## src/rtl/score_pkg.sv

```systemverilog
// Shared types and helpers for the BCD score datapath.
//   bcd_t      : one BCD digit
//   bcd_wide_t : widest score the helpers accept (MAX_DIGITS digits)
//   state_t    : digit-serial adder sequencer states
//   bcd_gt     : unsigned BCD magnitude compare, MSD first
//   bcd_sat9   : clamps a non-BCD digit (10..15) to 9
package score_pkg;

  typedef logic [3:0] bcd_t;

  localparam int MAX_DIGITS = 16;
  typedef logic [MAX_DIGITS-1:0][3:0] bcd_wide_t;

  typedef enum logic [1:0] {
    S_IDLE,
    S_LOAD,
    S_ADD,
    S_COMMIT
  } state_t;

  // Callers zero-extend narrower scores into bcd_wide_t; leading zero digits
  // compare equal and so do not affect the result.
  function automatic logic bcd_gt(input bcd_wide_t a, input bcd_wide_t b);
    for (int i = MAX_DIGITS - 1; i >= 0; i--) begin
      if (a[i] != b[i]) return (a[i] > b[i]);
    end
    return 1'b0;
  endfunction

  function automatic bcd_t bcd_sat9(input bcd_t d);
    return (d > 4'd9) ? 4'd9 : d;
  endfunction

endpackage

```

## src/rtl/bcd_digit_add.sv

```systemverilog
// One-digit BCD adder: sum/cout = a + b + cin, decimal-corrected.
// Ports:
//   a, b  : BCD digits (0..9)
//   cin   : carry in
//   sum   : BCD result digit
//   cout  : decimal carry out
module bcd_digit_add
  import score_pkg::*;
(
  input  bcd_t a,
  input  bcd_t b,
  input  logic cin,
  output bcd_t sum,
  output logic cout
);

  logic [4:0] raw;

  // NOTE: every output of a combinational block is assigned on every path,
  // otherwise synthesis infers a latch to hold the old value.
  always_comb begin
    raw  = 5'(a) + 5'(b) + 5'(cin);
    cout = (raw > 5'd9);
    sum  = cout ? 4'(raw - 5'd10) : raw[3:0];
  end

endmodule

```

## src/rtl/score_bank.sv

```systemverilog
// Multi-player BCD score accumulator. Add requests are queued, then added
// one digit per cycle (LSD first) into the target player's score, clamped at
// all-nines. Tracks the highest score ever committed.
// Ports:
//   clk, resetN            : clock, async active-low reset
//   add_valid/player/value : add request; accepted when add_ready
//   add_ready              : queue not full
//   clear, clear_player    : zero one player's score and its saturated flag
//   score                  : per-player scores, updated only at commit or clear
//   hi_score, hi_new       : all-time high score, 1-cycle pulse on increase
//   saturated              : sticky per-player clamp flag
//   dropped                : 1-cycle pulse for a request refused by a full queue
//   busy                   : queue non-empty or adder active
module score_bank
  import score_pkg::*;
#(
  parameter  int DIGITS  = 4,
  parameter  int PLAYERS = 2,
  parameter  int QDEPTH  = 4,
  localparam int PW      = (PLAYERS > 1) ? $clog2(PLAYERS) : 1
) (
  input  logic                                clk,
  input  logic                                resetN,
  input  logic                                add_valid,
  input  logic [PW-1:0]                       add_player,
  input  logic [DIGITS-1:0][3:0]              add_value,
  output logic                                add_ready,
  input  logic                                clear,
  input  logic [PW-1:0]                       clear_player,
  output logic [PLAYERS-1:0][DIGITS-1:0][3:0] score,
  output logic [DIGITS-1:0][3:0]              hi_score,
  output logic                                hi_new,
  output logic [PLAYERS-1:0]                  saturated,
  output logic                                dropped,
  output logic                                busy
);

  localparam int AW = $clog2(QDEPTH);
  localparam int CW = (DIGITS > 1) ? $clog2(DIGITS) : 1;

  typedef struct packed {
    logic [PW-1:0]          player;
    logic [DIGITS-1:0][3:0] value;
  } req_t;

  // ---------------- request queue ----------------
  req_t        q_mem [QDEPTH];
  logic [AW:0] wr_ptr, rd_ptr;
  logic        q_empty, q_full, push, pop;

  state_t                 state;
  req_t                   cur;
  logic [DIGITS-1:0][3:0] a_reg, b_reg, res, commit_val;
  logic                   carry, cancel, clear_same, hi_up;
  logic [CW-1:0]          cnt;
  bcd_t                   dsum;
  logic                   dcout;
  bcd_wide_t              res_w, hi_w;

  // Extra pointer MSB distinguishes full (MSBs differ) from empty (equal).
  assign q_empty   = (wr_ptr == rd_ptr);
  assign q_full    = (wr_ptr[AW] != rd_ptr[AW]) && (wr_ptr[AW-1:0] == rd_ptr[AW-1:0]);
  // Readiness comes from registered pointers, so a pop in the same cycle
  // never frees a slot for a push to a full queue.
  assign add_ready = ~q_full;
  assign push      = add_valid & ~q_full;
  assign pop       = (state == S_IDLE) & ~q_empty;
  assign busy      = ~q_empty | (state != S_IDLE);

  // NOTE: storage array has no reset; emptiness is defined by the pointers
  // alone, so resetting the data would only cost flops and reset routing.
  always_ff @(posedge clk) begin
    if (push) q_mem[wr_ptr[AW-1:0]] <= {add_player, add_value};
  end

  // NOTE: sequential state uses non-blocking assignments only, so every
  // register samples pre-edge values regardless of statement order.
  always_ff @(posedge clk or negedge resetN) begin
    if (!resetN) begin
      wr_ptr  <= '0;
      rd_ptr  <= '0;
      dropped <= 1'b0;
    end else begin
      if (push) wr_ptr <= wr_ptr + 1'b1;
      if (pop)  rd_ptr <= rd_ptr + 1'b1;
      dropped <= add_valid & q_full;
    end
  end

  // ---------------- digit-serial adder ----------------
  bcd_digit_add u_digit (
    .a    (a_reg[0]),
    .b    (b_reg[0]),
    .cin  (carry),
    .sum  (dsum),
    .cout (dcout)
  );

  // A clear aimed at the in-flight player invalidates its latched operand.
  assign clear_same = clear && (clear_player == cur.player) && (state != S_IDLE);

  always_comb begin
    commit_val = carry ? {DIGITS{4'd9}} : res;
    res_w = '0;
    hi_w  = '0;
    res_w[DIGITS-1:0] = commit_val;
    hi_w[DIGITS-1:0]  = hi_score;
    hi_up = bcd_gt(res_w, hi_w);
  end

  always_ff @(posedge clk or negedge resetN) begin
    if (!resetN) begin
      state     <= S_IDLE;
      cur       <= '0;
      a_reg     <= '0;
      b_reg     <= '0;
      res       <= '0;
      carry     <= 1'b0;
      cnt       <= '0;
      cancel    <= 1'b0;
      score     <= '0;
      saturated <= '0;
      hi_score  <= '0;
      hi_new    <= 1'b0;
    end else begin
      hi_new <= 1'b0;

      if (clear) begin
        score[clear_player]     <= '0;
        saturated[clear_player] <= 1'b0;
      end

      unique case (state)
        S_IDLE: begin
          if (!q_empty) begin
            cur   <= q_mem[rd_ptr[AW-1:0]];
            state <= S_LOAD;
          end
        end

        S_LOAD: begin
          a_reg <= score[cur.player];
          for (int i = 0; i < DIGITS; i++) b_reg[i] <= bcd_sat9(cur.value[i]);
          carry  <= 1'b0;
          cnt    <= '0;
          cancel <= clear_same;
          state  <= S_ADD;
        end

        // Operands shift down one digit per cycle; result digits enter at the
        // top so after DIGITS cycles res holds the sum in natural order.
        S_ADD: begin
          for (int i = 0; i < DIGITS - 1; i++) begin
            a_reg[i] <= a_reg[i+1];
            b_reg[i] <= b_reg[i+1];
            res[i]   <= res[i+1];
          end
          a_reg[DIGITS-1] <= '0;
          b_reg[DIGITS-1] <= '0;
          res[DIGITS-1]   <= dsum;
          carry           <= dcout;
          if (clear_same) cancel <= 1'b1;
          if (cnt == CW'(DIGITS - 1)) state <= S_COMMIT;
          else                        cnt   <= cnt + 1'b1;
        end

        S_COMMIT: begin
          if (!cancel && !clear_same) begin
            score[cur.player] <= commit_val;
            if (carry) saturated[cur.player] <= 1'b1;
            if (hi_up) begin
              hi_score <= commit_val;
              hi_new   <= 1'b1;
            end
          end
          state <= S_IDLE;
        end

        default: state <= S_IDLE;
      endcase
    end
  end

endmodule

```

## config.mk

```make
export PLATFORM = sky130hd
export DESIGN_NAME = score_bank
export DESIGN_NICKNAME = d
export VERILOG_FILES = /design/src/rtl/score_pkg.sv /design/src/rtl/bcd_digit_add.sv /design/src/rtl/score_bank.sv
export SDC_FILE = /design/constraint.sdc
export NUM_CORES = 1
export LEC_CHECK = 0
export CORE_MARGIN = 3
export CORE_UTILIZATION = 25
export CTS_CLUSTER_DIAMETER = 150
export DETAILED_ROUTE_END_ITERATION = 8
export GPL_ROUTABILITY_DRIVEN = 1
export HOLD_SLACK_MARGIN = 0.1
export PLACE_DENSITY = 0.46
export SYNTH_ARGS = -nofsm -noshare
export SYNTH_HDL_FRONTEND = slang
export SYNTH_SLANG_ARGS = --single-unit
```

## constraint.sdc

```tcl
create_clock -name clk -period 3.2 [get_ports clk]
set_input_delay 0.48 -clock clk [delete_from_list [all_inputs] [get_ports clk]]
set_output_delay 0.48 -clock clk [all_outputs]
set_load 0.03 [all_outputs]
```

======== Word-level counts from Yosys, hierarchy flattened ========
Memories as Yosys holds them, arrays and structs flattened. A register that Yosys moved wholly into a read port is not among the register bits.
Cells that the tools add are included.
storage, ports and cells
  flip-flop bits (word level) ............. 112
  memory bits (writable) .................. 68
  output and inout port bits .............. 54
  memories ................................ 1
operators by class
  $add $sub $neg .......................... 6
  $lt $le $gt $ge ......................... 13
  eq/ne operators ......................... 16
  mux-type cells .......................... 59
  bitwise gates (word level) .............. 11
  reduce and logical (&&, ||, !) cells .... 17
memories
  memory  depth  width  rd ports  clocked after memory_dff  write ports  RTL line          text
  q_mem   4      17     1         1                         1            score_bank.sv:47  req_t q_mem [QDEPTH];
operators with widths
  operator                                                                      number
  32-bit 2-to-1 mux                                                             3
  16-bit 2-to-1 mux                                                             5
  16-bit one-hot mux with 2 select lines                                        2
  32-bit AND                                                                    1
  32-bit bitwise mux                                                            1
  16-bit demux with 1-bit select                                                2
  32-bit NOT                                                                    1
  1-bit 2-to-1 mux                                                              28
  4-bit 2-to-1 mux                                                              5
  4-bit > comparator                                                            4
  4-bit > comparator, second input constant                                     4
  4-bit inequality test                                                         4
  2-bit 2-to-1 mux                                                              7
  2-bit inequality test, second input constant                                  4
  2-bit one-hot mux with 4 select lines                                         1
  2-bit AND reduction                                                           4
  3-bit by 1-bit adder with 3-bit output, second input constant                 2
  2-bit == test, second input constant                                          3
  1-bit logical AND                                                             6
  4-bit by 4-bit adder with 5-bit output                                        1
  5-bit by 1-bit adder with 5-bit output                                        1
  5-bit by 4-bit > comparator with 1-bit output, second input constant          1
  1-bit by 2-bit less-than comparator with 1-bit output, second input constant  2
  1-bit one-hot mux with 2 select lines                                         2
  other kinds (20)                                                              28

======== Logic depth before layout (Yosys ltp) ========
Gate-level depths: netlist of the first run.
  depth after elaboration ................. 13
  depth in mapped cells ................... 14
  depth with buffers taken out ............ 10

======== By module ========
A second synthesis of the first run with hierarchy kept.
unflattened totals
  cell total of the unflattened synthesis .. 659
  area, all modules ....................... 8669.6 um^2
by module, submodules not included
  module         times used  cells an instance  area an instance (um^2)
  score_bank     1           637                8458.1
  bcd_digit_add  1           22                 211.5

======== Worst setup path before layout of the first run ========
No wires, ideal clock.
  path type ............................... register to register
  start ................................... reg carry
  end ..................................... reg hi_score[10] in the netlist's numbering
  library setup time ...................... 0.079 ns
  arrival time ............................ 2.410 ns
  data required time ...................... 3.121 ns
  setup slack ............................. 0.710 ns
  stages on the path, launching flop included .. 15
  path buffers ............................ 4
  path through ............................ dfrtp_1 > clkbuf_1 > inv_1 > clkbuf_1 > nand2_1 > inv_1 > ha_1 > nand2_1 > nand3_1 > o221ai_1 > a31oi_1 > a311oi_1 > buf_4 > buf_8 > mux2i_1
RTL lines
  element                 RTL line           text
  start, declared         score_bank.sv:54   logic carry, cancel, clear_same, hi_up;
  start signal, assigned  score_bank.sv:161  carry <= dcout;
  end signal, assigned    score_bank.sv:172  hi_score <= commit_val;
  end, declared           score_bank.sv:31   output logic [DIGITS-1:0][3:0] hi_score,

======== Final worst setup path of the first run ========
  start ................................... reg carry
  end ..................................... reg res[13] in the netlist's numbering
on the way
  cells in the longest elaborated chain, start to end .. 3
  elaborated cells on any way between the ends .. 4
RTL lines
  element                                                                                   RTL line                                  text
  5-bit by 1-bit adder with 5-bit output *                                                  bcd_digit_add.sv:22                       raw = 5'(a) + 5'(b) + 5'(cin);
  4-bit subtractor / 5-bit by 4-bit > comparator with 1-bit output (equally long branches)  bcd_digit_add.sv:24, bcd_digit_add.sv:23
  4-bit 2-to-1 mux *                                                                        bcd_digit_add.sv:24                       sum = cout ? 4'(raw - 5'd10) : raw[3:0];
  end signal, assigned by index                                                             score_bank.sv:156                         res[i] <= res[i+1];
  end signal, assigned by index                                                             score_bank.sv:160                         res[DIGITS-1] <= dsum;
  end, declared                                                                             score_bank.sv:53                          logic [DIGITS-1:0][3:0] a_reg, b_reg, res, commit_val;
Every way passes the cells marked *; elsewhere a longest branch is shown, timed or not.
A chain may end at the register's enable or synchronous reset.

==> summary.md, run 1 <==
| Metric | Value |
|---|---|
| Post-synth net total | `722` |
| Final period utilization | `84.98%` |
| Multi-input combinational cell area | `3047 um^2` |
| Fill count | `3441` |
| Lkg Pwr | `4.370 nW` |
| Skew-Pair Late Insertion Delay | `0.44 ns` |
| Clk root buf | `clkbuf_16` |
| Number of global-route vias before repair | `5387` |
| Status | `finished, final reports clean` |
| Post-route minimum period | `2.719 ns` |
| EDFF count, synth | `68` |
| Worst-path maximum fanout | `10` |
| Area grow syn2layout | `23.42%` |
| Congestion Overflow GR | `0` |
| DRC | `0` |
| Routed via count | `5329` |
| Post-Syn Area | `8640 um^2` |
| Xor/xnor share of the synthesized area | `1.217%` |
| DR WL/cell | `16.35 um` |
| Hold crit path type | `flip-flop to flip-flop` |
| Final Power | `11.84 mW` |
| FP Rows | `67` |
| Final Hold Vio Count | `0` |
| Antenna-violating nets left | `0` |
| Synth Warn # | `0` |
| Final TNS setup | `0 ns` |
| Worst EP required | `3.49 ns` |
| Skew final | `0.01329 ns` |
| Routed WL | `19920 um` |
| Number of max-cap violations | `0` |
| Ys flop type | `dfrtp_1` |
| Number of setup buffers added after CTS | `0` |
| Max-slew violations | `0` |
| WL met3 | `683 um` |
| Layout cell share with drive strength beyond 1 | `16.75%` |
| Nets@finish | `812` |
| Register area share after synthesis | `61.00%` |
| Sequential cell area | `5270 um^2` |
| Drt first pass iters | `4` |
| Met2 Routed Length | `9358 um` |
| Unrepaired setup endpoints after global routing | `no` |
| F_max | `0.3677 GHz` |
| RD Place Congestion | `0.7719` |
| Max VDD drop | `0.4684 mV` |
| Die area | `36830 um^2` |
| Largest family of logic cells by synthesized area | `multiplexers` |
| Crit path DAT | `3.01 ns` |
| Tightest Pin Transition | `0.8088 ns` |
| First-pass GRT wire length | `31800 um` |
| Power per cell area | `1110 nW/um^2` |
| Compound-gate portion of the synthesized area | `7.169%` |
| M1 WL | `9660 um` |
| Initial DRC Count | `245` |
| Final setup viols | `0` |
| Avg Synthesized Cell Area | `12.95 um^2` |
| Synth Area in Simple Gates | `6.836%` |
| Max reg flops | `68` |
| Num CTS Buffers | `17` |
| Core area | `33780 um^2` |
| Die Span Y | `191.9 um` |
| # resized after CTS | `0` |
| CTS tree | `done` |
| FFs w/ async S/R, synth | `65.48%` |
| Clk slew on worst S/H paths | `0.08 ns` |
| Unique masters post-synth | `41` |
| DR vias/cell | `4.375` |
| Antenna diodes | `0` |
| IO Count | `76` |
| Mux cell area share after synthesis | `14.86%` |
| Die width | `191.9 um` |
| Worst setup EP type | `flip-flop` |
| Largest net degree at the start of global routing | `55` |
| Synth Area in Adders | `4.953%` |
| Clk sinks | `197` |
| Initial antenna violation count | `0` |
| Setup CP Type | `flip-flop to flip-flop` |
| Global Route Usage Sum | `11.30%` |
| Yosys reg bits | `197` |
| H-tree depth reported by CTS | `4` |
| Post-DP HPWL | `13990 um` |
| Max Root-Sink Buffers | `2` |
| Initial core utilization | `25.57%` |
| Highest routed layer | `met4` |
| Gate Count Post-Synth | `667` |
| Slew Limit Headroom | `46.08%` |
| Port Buffers | `75` |
| CP Launch Type | `flip-flop` |
-- power breakdown --
| group | total [mW] | leakage (nW) | internal, mW | switching [mW] |
|---|---|---|---|---|
| Clock | 2.23 | 0.295 | 1.20 | 1.03 |
| Combinational | 5.39 | 1.86 | 2.37 | 3.01 |
| Sequential | 4.22 | 2.21 | 3.59 | 0.627 |
| Total | 11.8 | 4.37 | 7.17 | 4.67 |
-- cells by family after synthesis --
kind of cell | count (synthesis)
AO/OA/AOI/OAI | 112
XOR/XNOR | 12
adder cells (fa/ha/maj) | 33
buffers and inverters | 85
flip-flops | 197
multiplexers | 101
AND/OR/NAND/NOR | 127
-- cell type report --
cell class / instances / area share, %
repair buffers: 105 / 9.305
well taps: 448 / 5.257
clock inverters: 13 / 1.490
flip-flops and latches: 197 / 49.43
inverters: 51 / 1.795
clock buffers: 19 / 4.154
multi-input cells: 385 / 28.57
-- timing repair --
item / CTS / global route
hold buffers: 1 / 0
endpoints found under the setup margin: 0 / 0
endpoints found under the hold margin: 50 / 0
-- metrics by stage --
stage	hold WS, ns	cell area, um^2	setup slack [ns]	instances	util, %
global placement	0.4735	10050	0.5151	1185	29.75
global route	0.5098	10660	0.2307	1218	31.56
detailed placement	0.4780	10050	0.4826	1185	29.75
floorplan	0.1844	8640	0.7102	667	-
finish	0.4811	10660	0.4805	1218	31.56
CTS	0.4904	10660	0.4610	1218	31.56
-- critical path, stage by stage (launching register included) --
cell	delay, ns
dfrtp_1	0.52
fa_1	0.26
inv_1	0.06
fa_1	0.39
xor2_1	0.29
ha_1	0.21
nand2_1	0.05
a21o_1	0.18
o21ai_0	0.35
xor2_1	0.18
a21oi_1	0.08
-- routing by layer --
layer / vias to the layer above / GRT usage [%]
li1: 2557 / -
met1: 2665 / 15.44
met2: 93 / 18.03
met3: 14 / 2.701
met4: 0 / 2.964
met5: - / 0
-- path summary, 6_finish.rpt --
check | to | depth (start not counted) | startpoint | slack, ns
worst max-delay path | res[13] | 10 | carry | 0.48
worst min-delay path | wr_ptr[2] | 1 | wr_ptr[2] | 0.48
worst max register to register | res[13] | 10 | carry | 0.48
worst min register to register | wr_ptr[2] | 1 | wr_ptr[2] | 0.48
max in group asynchronous | a_reg[2] | 3 | resetN | 1.88
min in group asynchronous | score[11] | 2 | resetN | 0.57
-- placed cells by master, fill, tap and decap left out, types with 2 or more instances in the layout --
master	count
a21oi_1	22
clkbuf_16	17
mux4_2	17
a22oi_1	6
a31oi_1	2
nand2b_1	5
nor2_1	31
inv_8	3
nand2_1	35
nand4_1	3
o22ai_1	5
a21o_1	3
bufinv_16	2
nor2b_1	5
mux2_2	48
edfxtp_1	68
and3_1	6
buf_4	28
inv_6	5
mux2i_1	36
fa_1	2
xnor2_1	3
clkdlybuf4s50_1	74
dfrtp_1	129
inv_1	51
o21ai_0	66
ha_1	30
nand3_1	37
xor2_1	9
-- synthesized netlist by cell type (all sizes together), types with 6 or more instances --
cell type  count  area [um^2]
and3           6        37.54
xor2           9        78.83
o21ai         66        330.3
a21oi         22        110.1
mux4          17        382.9
nand2         35        131.4
mux2i         36        360.4
a22oi          6        45.04
edfxtp        68         2042
inv           51        191.4
nand3         37        185.2
mux2          48        540.5
nor2          31        116.4
ha            31        387.9
buf           14        76.32
clkbuf        20        75.07
dfrtp        129         3228
Power figures use the tool's default switching activity.
==> run 2, diff against run 1 <==
clock period = 2.8 ns   (was 3.2 ns; I/O delays follow)
==> summary.md, run 2 (synthesis results as in run 1) <==
| Metric | Value |
|---|---|
| Crit path DAT | `2.88 ns` |
| Commonest non-fill, non-tap cell in the layout | `dfrtp_1` |
| Routed WL | `19950 um` |
| DRC | `0` |
| CTS tree | `done` |
| Antenna diodes | `0` |
| Initial core utilization | `25.57%` |
| Unrepaired setup endpoints after global routing | `no` |
| Largest net degree at the start of global routing | `68` |
| Final Hold Vio Count | `0` |
| H-tree depth reported by CTS | `4` |
| Tightest Pin Transition | `0.7677 ns` |
| Placed Area | `10100 um^2` |
| Die Span Y | `191.9 um` |
| Skew final | `0.02861 ns` |
| Layout cell share with drive strength beyond 1 | `16.99%` |
| Post-DP HPWL | `13730 um` |
| Worst setup EP type | `flip-flop` |
| Number of global-route vias before repair | `5569` |
| Nets@finish | `814` |
| Initial DRC Count | `299` |
| Non-Filler Instances | `1219` |
| Area grow syn2layout | `23.43%` |
| Final setup viols | `0` |
| Clk pwr share | `17.5%` |
| Fill count | `3435` |
| Skew-Pair Late Insertion Delay | `0.45 ns` |
| Worst setup margin | `0.2278 ns` |
| Final Power | `13.46 mW` |
| Die width | `191.9 um` |
| Core area | `33780 um^2` |
| Max reg flops | `68` |
| Clk sinks | `197` |
| F_max | `0.3888 GHz` |
| Lkg Pwr | `4.367 nW` |
| RD Place Congestion | `0.7599` |
| Post-route minimum period | `2.572 ns` |
| Worst-path maximum fanout | `4` |
| DR vias/cell | `4.376` |
| Sequential power share | `35.7%` |
| GR Util met3 | `2.701%` |
| Core Util, Final | `31.57%` |
| Pint | `8.071 mW` |
| Number of setup buffers added after CTS | `0` |
| Slew Limit Headroom | `48.70%` |
| Worst EP required | `3.11 ns` |
| DR WL/cell | `16.37 um` |
| Inst Count DP | `1187` |
| Worst hold margin | `0.4278 ns` |
| Global routing's busiest layer | `met2` |
| Clk root buf | `clkbuf_16` |
| Num CTS Buffers | `17` |
| Hold crit path type | `primary input to async pin` |
| Congestion Overflow GR | `0` |
| Antenna-violating nets left | `0` |
| Place WS | `0.2025 ns` |
| Most frequent cells in the layout | `dfrtp_1 (129), clkdlybuf4s50_1 (73), edfxtp_1 (68)` |
| Initial antenna violation count | `0` |
| Drt first pass iters | `4` |
| Combinational power share | `46.8%` |
| Met2 GRT Util | `18.33%` |
| FP Rows | `67` |
| First-pass GRT wire length | `32350 um` |
| Clk slew on worst S/H paths | `0.09 ns` |
| Max Root-Sink Buffers | `2` |
| CP Launch Type | `flip-flop` |
| IO Count | `76` |
| Status | `finished, final reports clean` |
| Number of max-cap violations | `0` |
| Final TNS setup | `0 ns` |
| GR Util met1 | `15.57%` |
| Final period utilization | `91.87%` |
| Power per cell area | `1262 nW/um^2` |
| Die area | `36830 um^2` |
| Global Route Usage Sum | `11.43%` |
| Finished Cell Area | `10660 um^2` |
| P_sw | `5.386 mW` |
| Routed via count | `5334` |
| Net Sw Frac | `40.02%` |
| Port Buffers | `75` |
| Setup CP Type | `flip-flop to flip-flop` |
| Max-slew violations | `0` |
| Max VDD drop | `0.7620 mV` |
[run 2: changes by cell type in the layout (fill, tap and decap cells not counted), moves of 2 or more]
cell       delta
buf_12        +3
bufinv_16     -2
clkinv_4      +5
inv_6         -4
[run 2: power groups by stage]
stage          clock network, mW  logic [mW]  registers (mW)
3_5_place_dp                   0        6.40            4.89
5_1_grt                     2.58        6.99            4.96
4_1_cts                     2.46        6.43            4.83
2_1_floorplan                  0        3.63            5.28
6_report                    2.36        6.29            4.80
3_3_place_gp                   0        6.37            4.88
[run 2: metal layers]
| layer | share of wire (%) | routed length (um) |
|---|---|---|
| met5 | 0 | 0 |
| met4 | 0.79 | 158 |
| met2 | 48 | 9510 |
| met1 | 48 | 9586 |
| met3 | 3.5 | 697 |
[run 2: worst max-delay path, cell delays in order, from the launching register on]
cell and delay, ns:
dfrtp_1 0.41, fa_1 0.44, inv_1 0.08, fa_1 0.19, xor2_1 0.30, ha_1 0.21, nand2_1 0.05, a21o_1 0.18
o21ai_0 0.34, xor2_1 0.18, a21oi_1 0.08
[run 2: final timing paths]
path / start / endpoint / slack (ns) / cells after the start
hold / removal: resetN / state[0] / 0.43 / 2
setup / recovery: a_reg[0] / res[13] / 0.23 / 10
hold reg to reg: wr_ptr[2] / wr_ptr[2] / 0.49 / 1
min in group clk: wr_ptr[2] / wr_ptr[2] / 0.49 / 1
setup reg to reg: a_reg[0] / res[13] / 0.23 / 10
max in group asynchronous: resetN / a_reg[13] / 1.56 / 3
[run 2: what timing repair did]
| action | CTS | global route |
|---|---|---|
| hold buffers | 1 | 0 |
| hold endpoints to repair | 31 | 0 |
| resized for setup | 0 | 0 |
[run 2: final cells by class]
type	count	area (um^2)	share of cell area [%]
well taps	448	560.5	5.256
clock inverters	13	122.6	1.150
repair buffers	107	1042	9.774
clock buffers	18	430.4	4.036
multi-input cells	385	3047	28.57
flip-flops and latches	197	5270	49.42
inverters	51	191.4	1.795
